<file path="config.mk">
export PLATFORM = sky130hd
export DESIGN_NAME = i2s_tx_serializer
export DESIGN_NICKNAME = d
export VERILOG_FILES = /design/src/rtl/i2s_tx_serializer.sv
export SDC_FILE = /design/constraint.sdc
export NUM_CORES = 1
export LEC_CHECK = 0
export CAP_MARGIN = 30
export CORE_ASPECT_RATIO = 1.5
export CORE_MARGIN = 3
export CORE_UTILIZATION = 30
export CTS_CLUSTER_SIZE = 25
export DETAILED_ROUTE_END_ITERATION = 8
export SYNTH_ARGS = -nofsm -noshare
export SYNTH_HDL_FRONTEND = slang
export SYNTH_SLANG_ARGS = --single-unit
</file>
<file path="constraint.sdc">
create_clock -name AMCLK_i -period 2.9 [get_ports AMCLK_i]
set_input_delay 0.29 -clock AMCLK_i [delete_from_list [all_inputs] [get_ports AMCLK_i]]
set_output_delay 0.29 -clock AMCLK_i [all_outputs]
set_load 0.005 [all_outputs]
</file>
<file path="src/rtl/i2s_tx_serializer.sv">
// i2s_tx_serializer
//   Re-serializes parallel stereo sample pairs as Philips-format I2S in the
//   AMCLK_i domain. BCK and WS are derived from AMCLK_i. A one-pair holding
//   buffer decouples the sample strobe from the frame timing. Sticky flags
//   report overwritten (overrun) and missing (underrun) pairs.
//
// Ports
//   AMCLK_i         audio master clock, all logic on its rising edge
//   reset_n         asynchronous active-low reset
//   APDATA_LEFT_i   left sample (signed, MSB first on the wire)
//   APDATA_RIGHT_i  right sample
//   APDATA_VALID_i  one-cycle strobe, the pair is valid this cycle
//   mute_i          send zeros in place of samples at the next frame load
//   clr_flags_i     clears both sticky flags (a coincident set wins)
//   I2S_BCK_o       bit clock, AMCLK_i / BCK_DIV, 50% duty
//   I2S_WS_o        word select, 0 = left, 1 = right
//   I2S_DATA_o      serial data, changes on the BCK falling edge
//   overrun_o       sticky: an unconsumed held pair was overwritten
//   underrun_o      sticky: a frame started with no new pair held
//
// Handshake: APDATA_VALID_i has no ready; a pair is always captured into the
// hold buffer on the cycle its strobe is high.
module i2s_tx_serializer #(
  parameter int I2S_DATA_BITS = 16,
  parameter int SLOT_BITS     = 32,
  parameter int BCK_DIV       = 4
) (
  input  logic                     AMCLK_i,
  input  logic                     reset_n,
  input  logic [I2S_DATA_BITS-1:0] APDATA_LEFT_i,
  input  logic [I2S_DATA_BITS-1:0] APDATA_RIGHT_i,
  input  logic                     APDATA_VALID_i,
  input  logic                     mute_i,
  input  logic                     clr_flags_i,
  output logic                     I2S_BCK_o,
  output logic                     I2S_WS_o,
  output logic                     I2S_DATA_o,
  output logic                     overrun_o,
  output logic                     underrun_o
);

  localparam int FRAME_BITS = 2 * SLOT_BITS;
  localparam int DIV_W      = $clog2(BCK_DIV);
  localparam int POS_W      = $clog2(FRAME_BITS);

  localparam logic [DIV_W-1:0] DIV_LAST = DIV_W'(BCK_DIV - 1);
  localparam logic [POS_W-1:0] POS_LAST = POS_W'(FRAME_BITS - 1);
  localparam logic [POS_W-1:0] WS_START = POS_W'(SLOT_BITS - 1);
  localparam logic [POS_W-1:0] WS_END   = POS_W'(FRAME_BITS - 2);

  logic [DIV_W-1:0]         div_ctr;
  logic [DIV_W-1:0]         div_nxt;
  logic [POS_W-1:0]         bit_pos;
  logic [POS_W-1:0]         pos_nxt;
  logic                     fall;
  logic                     load;
  logic [I2S_DATA_BITS-1:0] hold_l;
  logic [I2S_DATA_BITS-1:0] hold_r;
  logic                     hold_full;
  logic [I2S_DATA_BITS-1:0] act_l;
  logic [I2S_DATA_BITS-1:0] act_r;
  logic [I2S_DATA_BITS-1:0] new_l;
  logic [I2S_DATA_BITS-1:0] new_r;
  logic [FRAME_BITS-1:0]    frame_new;
  logic [FRAME_BITS-1:0]    frame_sr;
  logic                     ws_nxt;
  logic                     overrun_set;
  logic                     underrun_set;

  always_comb begin
    div_nxt = div_ctr + 1'b1;
    fall    = (div_ctr == DIV_LAST);
    load    = fall && (bit_pos == POS_LAST);
    pos_nxt = (bit_pos == POS_LAST) ? '0 : bit_pos + 1'b1;
    ws_nxt  = (pos_nxt >= WS_START) && (pos_nxt <= WS_END);

    // Words for the frame that starts at this load; on underrun the previous
    // pair is repeated.
    new_l = hold_full ? hold_l : act_l;
    new_r = hold_full ? hold_r : act_r;
    if (mute_i) begin
      new_l = '0;
      new_r = '0;
    end

    // Whole frame MSB-first: left word at the top of the left slot, right
    // word at the top of the right slot, zero padding elsewhere.
    frame_new = (FRAME_BITS'(new_l) << (FRAME_BITS - I2S_DATA_BITS))
              | (FRAME_BITS'(new_r) << (SLOT_BITS - I2S_DATA_BITS));

    overrun_set  = APDATA_VALID_i && hold_full && !load;
    underrun_set = load && !hold_full;
  end

  always_ff @(posedge AMCLK_i or negedge reset_n) begin
    if (!reset_n) begin
      div_ctr    <= '0;
      bit_pos    <= '0;
      hold_l     <= '0;
      hold_r     <= '0;
      hold_full  <= 1'b0;
      act_l      <= '0;
      act_r      <= '0;
      frame_sr   <= '0;
      I2S_BCK_o  <= 1'b0;
      I2S_WS_o   <= 1'b0;
      I2S_DATA_o <= 1'b0;
      overrun_o  <= 1'b0;
      underrun_o <= 1'b0;
    end else begin
      div_ctr   <= div_nxt;
      // Registered copy of the counter MSB as it will be after this edge, so
      // BCK falls on the same edge that WS and DATA change.
      I2S_BCK_o <= div_nxt[DIV_W-1];

      if (fall) begin
        bit_pos  <= pos_nxt;
        I2S_WS_o <= ws_nxt;
        if (load) begin
          act_l      <= new_l;
          act_r      <= new_r;
          I2S_DATA_o <= frame_new[FRAME_BITS-1];
          frame_sr   <= frame_new << 1;
        end else begin
          I2S_DATA_o <= frame_sr[FRAME_BITS-1];
          frame_sr   <= frame_sr << 1;
        end
      end

      // A strobe coinciding with a load refills the buffer the load empties.
      if (APDATA_VALID_i) begin
        hold_l    <= APDATA_LEFT_i;
        hold_r    <= APDATA_RIGHT_i;
        hold_full <= 1'b1;
      end else if (load) begin
        hold_full <= 1'b0;
      end

      if (overrun_set)      overrun_o <= 1'b1;
      else if (clr_flags_i) overrun_o <= 1'b0;

      if (underrun_set)     underrun_o <= 1'b1;
      else if (clr_flags_i) underrun_o <= 1'b0;
    end
  end

endmodule

</file>
# [Word-level counts from Yosys, hierarchy flattened]
# Cells that the tools add are included.
[word_totals] ff_bits=142 in_bits=37 word_cells=43 output_inout_bits=5
[op_classes] n_addsub=2 magnitude_cmp=2 n_reduce_logical=11 eq_ne=2 muxes=12 n_bitwise=1
[op_table] cell="$mux 16" n=4
[op_table] cell="$mux 64" n=1
[op_table] cell="$or 64x32->64" n=1
[op_table] cell="$add 6x1->6 const B" n=1
[op_table] cell="$eq 6x6->1 const B" n=1
[op_table] cell="$ge 6x5->1 const B" n=1
[op_table] cell="$le 6x6->1 const B" n=1
[op_table] cell="$mux 1" n=6
[op_table] cell="$mux 6" n=1
[op_table] cell="$reduce_bool 2->1" n=3
[op_table] cell="$logic_and 1x1->1" n=5
[op_table] cell="$add 2x1->2 const B" n=1
[op_table] cell="$eq 2x2->1 const B" n=1
[op_table] cell="$logic_not 1->1" n=2
[op_table] cell="$reduce_and 2->1" n=1

# [Depth between registers and ports, before layout]
# Gate-level depths: netlist of run 1.
[depth] word_depth=5 ltp_mapped=7 depth_no_buf=6

# [Worst setup path before layout of run 1]
# OpenSTA, ideal clock, no wires.
[synth_timing] kind="reg-to-reg" from="reg bit_pos[1]" to="reg I2S_DATA_o" synth_period_minus_slack_ns=1.729 required_time_ns=2.818 setup_time_ns=0.082 stages_incl_launch_ff=8 slack_ns=1.171 t_arrival_ns=1.647 n_path_buf=3 cell_sequence="dfrtp_1 > ha_1 > clkbuf_1 > nand4_4 > or2_1 > buf_6 > buf_6 > o22ai_1"
[synth_between] elab_chain_cells=3
[synth_rtl] element="start: declaration" line_no="53" text="logic [POS_W-1:0] bit_pos;"
[synth_rtl] element="start signal: assignment" line_no="117" text="bit_pos <= pos_nxt;"
[synth_rtl] element="$eq 6x6->1" line_no="73" text="load = fall && (bit_pos == POS_LAST);"
[synth_rtl] element="$logic_and 1x1->1" line_no="73"
[synth_rtl] element="$mux 1" line_no="119" text="if (load) begin"
[synth_rtl] element="end signal: assignment" line_no="122" text="I2S_DATA_o <= frame_new[FRAME_BITS-1];"
[synth_rtl] element="end signal: assignment" line_no="125" text="I2S_DATA_o <= frame_sr[FRAME_BITS-1];"
[synth_rtl] element="end: declaration" line_no="37" text="output logic I2S_DATA_o,"
# Every way passes these cells.
# A chain may end at the register's enable or synchronous reset.

# [Worst setup path after layout of run 1]
[layout_timing] from="reg bit_pos[1]" to="reg frame_sr[19]"
[layout_between] elab_chain_cells=3
[layout_rtl] element="$eq 6x6->1" line_no="73"
[layout_rtl] element="$logic_and 1x1->1" line_no="73"
[layout_rtl] element="$mux 64" line_no="119"
[layout_rtl] element="end signal: assignment" line_no="123" text="frame_sr <= frame_new << 1;"
[layout_rtl] element="end signal: assignment" line_no="126" text="frame_sr <= frame_sr << 1;"
[layout_rtl] element="end: declaration" line_no="65" text="logic [FRAME_BITS-1:0] frame_sr;"
# Every way passes these cells.

==> flow_summary.ini, run 1 <==
[grt]
grt_pass1_wl_mm = 18.84
grt_max_degree = 75
use_met3_pct = 3.236
grt_pass1_vias = 3784
busiest_layer = met2
antenna_found_initial = 0
grtUsageMet2_pct = 20.55
gr-total-overflow = 0
track_usage_pct = 12.29
gr-usage-met1_pct = 14.95

[worst_setup_path]
worst-setup-path-type = reg2reg
crit_path_start_kind = flip-flop
r2r_cells = 5
cp.required_ns = 3.22
worstPathArrival_ns = 2.36
crit_path_end_kind = flip-flop
crit_fanout = 44

[finish]
nets = 539
drive_above_1_share_pct = 15.85
final_cell_mix = 123 x dfrtp_1, 51 x nand2_1, 39 x clkdlybuf4s50_1
diodes = 0
final_area_um2 = 6464
syn_to_final_growth_pct = 23.21
regArea_um2 = 3104
final_common_cell = dfrtp_1
fill_cells = 1674
multi_input_area_um2 = 1932
fin_util_pct = 38.06

[routing]
drt_wl_total_mm = 10.97
drt_iter0_drc = 180
wire_per_inst_um = 15.21
dr.pass1.iters = 4
drc_errors = 0
vias_per_cell = 4.920
detail-route-antenna-nets = 0
vias = 3547

[synth]
synth_nets = 504
ys.warnings.count = 0
synthCells = 463
syn_area_per_cell_um2 = 11.33
synth-seq-area-share_pct = 59.15
yosys.cell_types.count = 30
synth_seq_cells = 124
syn_area_um2 = 5246

[die]
die_area_um2 = 19140
die_y_um = 168.0
start_util_pct = 30.89
core_area_um2 = 16980
row_count = 58
die_x_um = 114.0
ios = 42

[sta]
slew_viol_final = 0
holdWs_ns = 0.2734
fin_crit_ns = 2.037
fin_crit_sh_pct = 70.23
fin_skew_ns = 0.007807
worst_pin_slew_ns = 0.7992
fmax_ghz = 0.4910
finalSetupViolations = 0
hold_violations = 0
grt_setup_unrepaired = false
max_slew_margin_pct = 46.72
setup_tns_ns = 0

[placed_design]
place.gp.congestion = 0.7781
post-dp-hpwl_mm = 7.014
placedInstanceArea_um2 = 5832
port_buffers = 41

[cts]
cts_tree = done
cts_setup_buffers = 0
clock_path_buffers = 2
clk_pin_slew_ns = 0.05
htree_levels = 4
cts_root_buf = clkbuf_16
clock_latency_ns = 0.41
cts_buffers = 17
cts.sinks = 124

[flow_run]
max-cap-violations = 0

[pwr]
p_per_area_nw_per_um2 = 647.6
ir_drop_uv = 365.1
p_leak_nw = 2.972
total_power_mw = 4.186

[run_status]
status = completed

[worst_hold_path]
hold_class = in2async
[routing by layer]
metal,vias up,routed length [um]
li1,1708,-
met1,1762,4799
met2,61,5600
met3,16,331
met4,0,238
met5,-,0
[cell families (layout without fill, tap and decap cells)]
kind of cell    Yosys count  after routing  share of synthesized area, %
xor+xnor                  3              3                        0.5009
buf+inv                  43             91                         4.078
mux                      66             66                         13.38
fa+ha+maj                 4              4                        0.9540
flops                   124            124                         59.15
compound gates          122            122                         13.88
simple gates            101            101                         8.061
[final timing paths]
path	slack (ns)	startpoint	end
worst max-delay path	0.86	bit_pos[1]$_DFFE_PN0P_	frame_sr[19]$_DFFE_PN0P_
worst min-delay path	0.27	reset_n	hold_l[5]$_DFFE_PN0P_
worst max register to register	0.86	bit_pos[1]$_DFFE_PN0P_	frame_sr[19]$_DFFE_PN0P_
worst min register to register	0.43	div_ctr[0]$_DFF_PN0_	div_ctr[0]$_DFF_PN0_
max in group asynchronous	1.87	reset_n	frame_sr[27]$_DFFE_PN0P_
min in group AMCLK_i	0.43	div_ctr[0]$_DFF_PN0_	div_ctr[0]$_DFF_PN0_
[synthesized netlist by cell type]
cell type  instances  area share (%)
o21ai_1           29             2.8
clkinv_1           1           0.071
and3_1             2            0.24
a311oi_1           2            0.33
a21oi_1           34             3.2
clkbuf_1          21             1.5
o2bb2ai_1         17             2.8
a21o_1             1            0.14
o22ai_1           33             3.9
inv_1              5            0.36
or2_1              1            0.12
nand4_1            2            0.24
buf_2              3            0.29
o31ai_1            1            0.14
nand2b_1           1            0.12
nand3_1            5            0.48
nand4_4            1            0.41
mux2i_1           33             6.3
xnor2_1            2            0.33
mux2_2            33             7.1
buf_4              1            0.14
nor4b_1            1            0.17
buf_1              6            0.43
dfrtp_1          124              59
o21ai_0            5            0.48
nand2_1           51             3.6
xor2_1             1            0.17
nor2_1            37             2.6
buf_6              6             1.3
ha_1               4            0.95
[critical path: stages (launching register included)]
cell and delay [ns]:
dfrtp_1 0.47, ha_1 0.39, nand4_4 0.16, or2_2 0.48
buf_12 0.24, o22ai_1 0.21
[sequential cells by signal (all words and copies together) (netlist names)]
name / flops
overrun_o: 1
I2S_BCK_o: 1
underrun_o: 1
act_l: 16
I2S_WS_o: 1
hold_l: 16
hold_full: 1
I2S_DATA_o: 1
act_r: 16
hold_r: 16
div_ctr: 1
frame_sr: 47
bit_pos: 6
[cell type report]
class | instances | share of cell area [%]
timing repair buffer | 53 | 8.053
clock inverter | 10 | 2.129
multi-input combinational | 296 | 29.89
sequential | 124 | 48.03
tap | 210 | 4.065
inverter | 6 | 0.3484
clock buffer | 22 | 7.491
[timing repair]
| action | in CTS | in global routing |
|---|---|---|
| gates resized for setup | 0 | 0 |
| hold buffers | 1 | 0 |
| hold endpoints to repair | 9 | 0 |
[where the power goes]
group	leakage, nW	switching [mW]	internal [mW]
registers	1.37	0.0315	1.78
logic	1.30	0.0860	0.102
clock network	0.302	0.747	1.44
total	2.97	0.865	3.32
[stage by stage]
step	instances	setup WS, ns
6_report	721	0.8633
2_1_floorplan	463	1.171
3_5_place_dp	688	0.8653
5_1_grt	721	0.7249
3_3_place_gp	687	0.7564
4_1_cts	721	0.8427
(Power assumes the default switching activity.)
==> run 2: changes to the inputs <==
==> constraint.sdc (replaced) <==
create_clock -name AMCLK_i -period 2 [get_ports AMCLK_i]
set_input_delay 0.2 -clock AMCLK_i [delete_from_list [all_inputs] [get_ports AMCLK_i]]
set_output_delay 0.2 -clock AMCLK_i [all_outputs]
set_load 0.005 [all_outputs]
==> run 2 against run 1 <==
Routed wire length is 1.7% higher. Clock skew is 0.0011 ns higher. Combinational power is 47% higher. First-iteration DRC count rose by 20%. Critical endpoint is now frame_sr[55]$_DFFE_PN0P_. Largest power group unchanged.
==> flow_summary.ini, run 2 (synthesis results as in run 1) <==
[run_status]
status = completed

[sta]
grt_setup_unrepaired = false
hold_violations = 0
finalSetupViolations = 0
fin_crit_ns = 1.822
fin_crit_sh_pct = 91.09
worst_pin_slew_ns = 0.5856
fin_skew_ns = 0.008944
max_slew_margin_pct = 60.96
fmax_ghz = 0.5489
setup_tns_ns = 0
slew_viol_final = 0

[pwr]
ir_drop_uv = 403.8
p_per_area_nw_per_um2 = 919.2
p_leak_nw = 2.976

[grt]
gr-usage-met1_pct = 14.66
gr-total-overflow = 0
grtUsageMet2_pct = 21.14
grt_pass1_vias = 3756
grt_pass1_wl_mm = 18.99
busiest_layer = met2
track_usage_pct = 12.40
grt_max_degree = 63
use_met3_pct = 3.164
antenna_found_initial = 0

[flow_run]
max-cap-violations = 0

[cts]
cts.sinks = 124
post_cts_resized = 0
clock_latency_ns = 0.41
clock_path_buffers = 2
cts_root_buf = clkbuf_16
cts_buffers = 17
clk_pin_slew_ns = 0.06
htree_levels = 4
cts_tree = done

[routing]
vias_per_cell = 4.964
wire_per_inst_um = 15.39
drt_wl_total_mm = 11.16
drc_errors = 0
drt_iter0_drc = 216
vias = 3599
detail-route-antenna-nets = 0
dr.pass1.iters = 5

[placed_design]
dp_cells = 692
port_buffers = 41
place.gp.congestion = 0.7971
post-dp-hpwl_mm = 7.252

[finish]
final_common_cell = dfrtp_1
final_cell_mix = 123 x dfrtp_1, 51 x nand2_1, 39 x clkdlybuf4s50_1
nets = 543
final_cells = 725
multi_input_area_um2 = 1932
largest_reg_flops = 47
drive_above_1_share_pct = 16.70
max_flop_register = frame_sr
syn_to_final_growth_pct = 23.68
fill_cells = 1667
regArea_um2 = 3104
diodes = 0

[worst_setup_path]
worstPathArrival_ns = 2.14
crit_path_start_kind = flip-flop
crit_buf_inv = 1
crit_fanout = 62
startpoint = bit_pos[1]$_DFFE_PN0P_
cp.required_ns = 2.32
worst-setup-path-type = reg2reg
slowest_stage = dfrtp_1
reg2reg_to = frame_sr[55]$_DFFE_PN0P_
crit_chain = ha_1 > nand4_4 > or2_2 > buf_12 > o22ai_1
timing.rr.start = bit_pos[1]$_DFFE_PN0P_
crit_family = flip-flops
critical_path.max_stage_delay_ns = 0.48
crit_path_end_kind = flip-flop
r2r_cells = 5
regToRegSetupSlack_ns = 0.18

[die]
start_util_pct = 30.89
die_area_um2 = 19140
row_count = 58
die_x_um = 114.0
die_y_um = 168.0
ios = 42
core_area_um2 = 16980

[worst_hold_path]
hold_class = in2async
[run 2: cell types whose count changed in the layout (fill, tap and decap cells not counted), sizes merged]
cell	previous run	this run
buf	13	17
bufinv	3	2
clkbuf	22	20
clkinv	6	4
clkinvlp	2	5
inv	5	7
[run 2: power breakdown]
| group | leakage [nW] | switching, mW | internal, mW |
|---|---|---|---|
| sequential | 1.37 | 0.0444 | 2.58 |
| clock | 0.281 | 1.12 | 1.94 |
| combinational | 1.32 | 0.127 | 0.151 |
[run 2: worst max path at each step]
stage	end	slack [ns]	cells after the start
global placement	frame_sr[56]$_DFFE_PN0P_	0.30	6
global route	frame_sr[53]$_DFFE_PN0P_	0.01	5
CTS	frame_sr[49]$_DFFE_PN0P_	0.19	5
finish	frame_sr[55]$_DFFE_PN0P_	0.18	5
detailed placement	frame_sr[20]$_DFFE_PN0P_	0.20	5
floorplan	frame_sr[20]$_DFFE_PN0P_	0.27	7
[run 2: timing repair]
item                                    CTS  global route
endpoints found under the setup margin    0             0
setup buffers                             0             0
endpoints found under the hold margin    22             0
hold buffers                              1             0
[run 2: routing by layer]
metal,vias to the layer above,wire length (um)
li1,1715,-
met1,1795,4731
met2,74,5904
met3,15,364
met4,0,157
met5,-,0
[run 2: per-stage QoR]
step                instance area [um^2]  util, %  hold slack (ns)  setup WS, ns  power (mW)
CTS                                 6489    38.21           0.2618        0.1935       6.049
detailed placement                  5874    34.59           0.1418        0.2020       2.955
floorplan                           5246        -         -0.09559        0.2710       2.774
global placement                    5874    34.59           0.1314        0.2998       2.945
finish                              6489    38.21           0.2543        0.1782       5.964
global route                        6489    38.21           0.2913      0.009760       6.198
[run 2: final cells by class]
class,count,share of cell area [%]
Timing Repair Buffer,57,8.677
Inverter,6,0.3471
Sequential cell,124,47.84
Tap cell,210,4.049
Clock buffer,20,7.192
Multi-Input combinational cell,296,29.77
Clock inverter,12,2.121
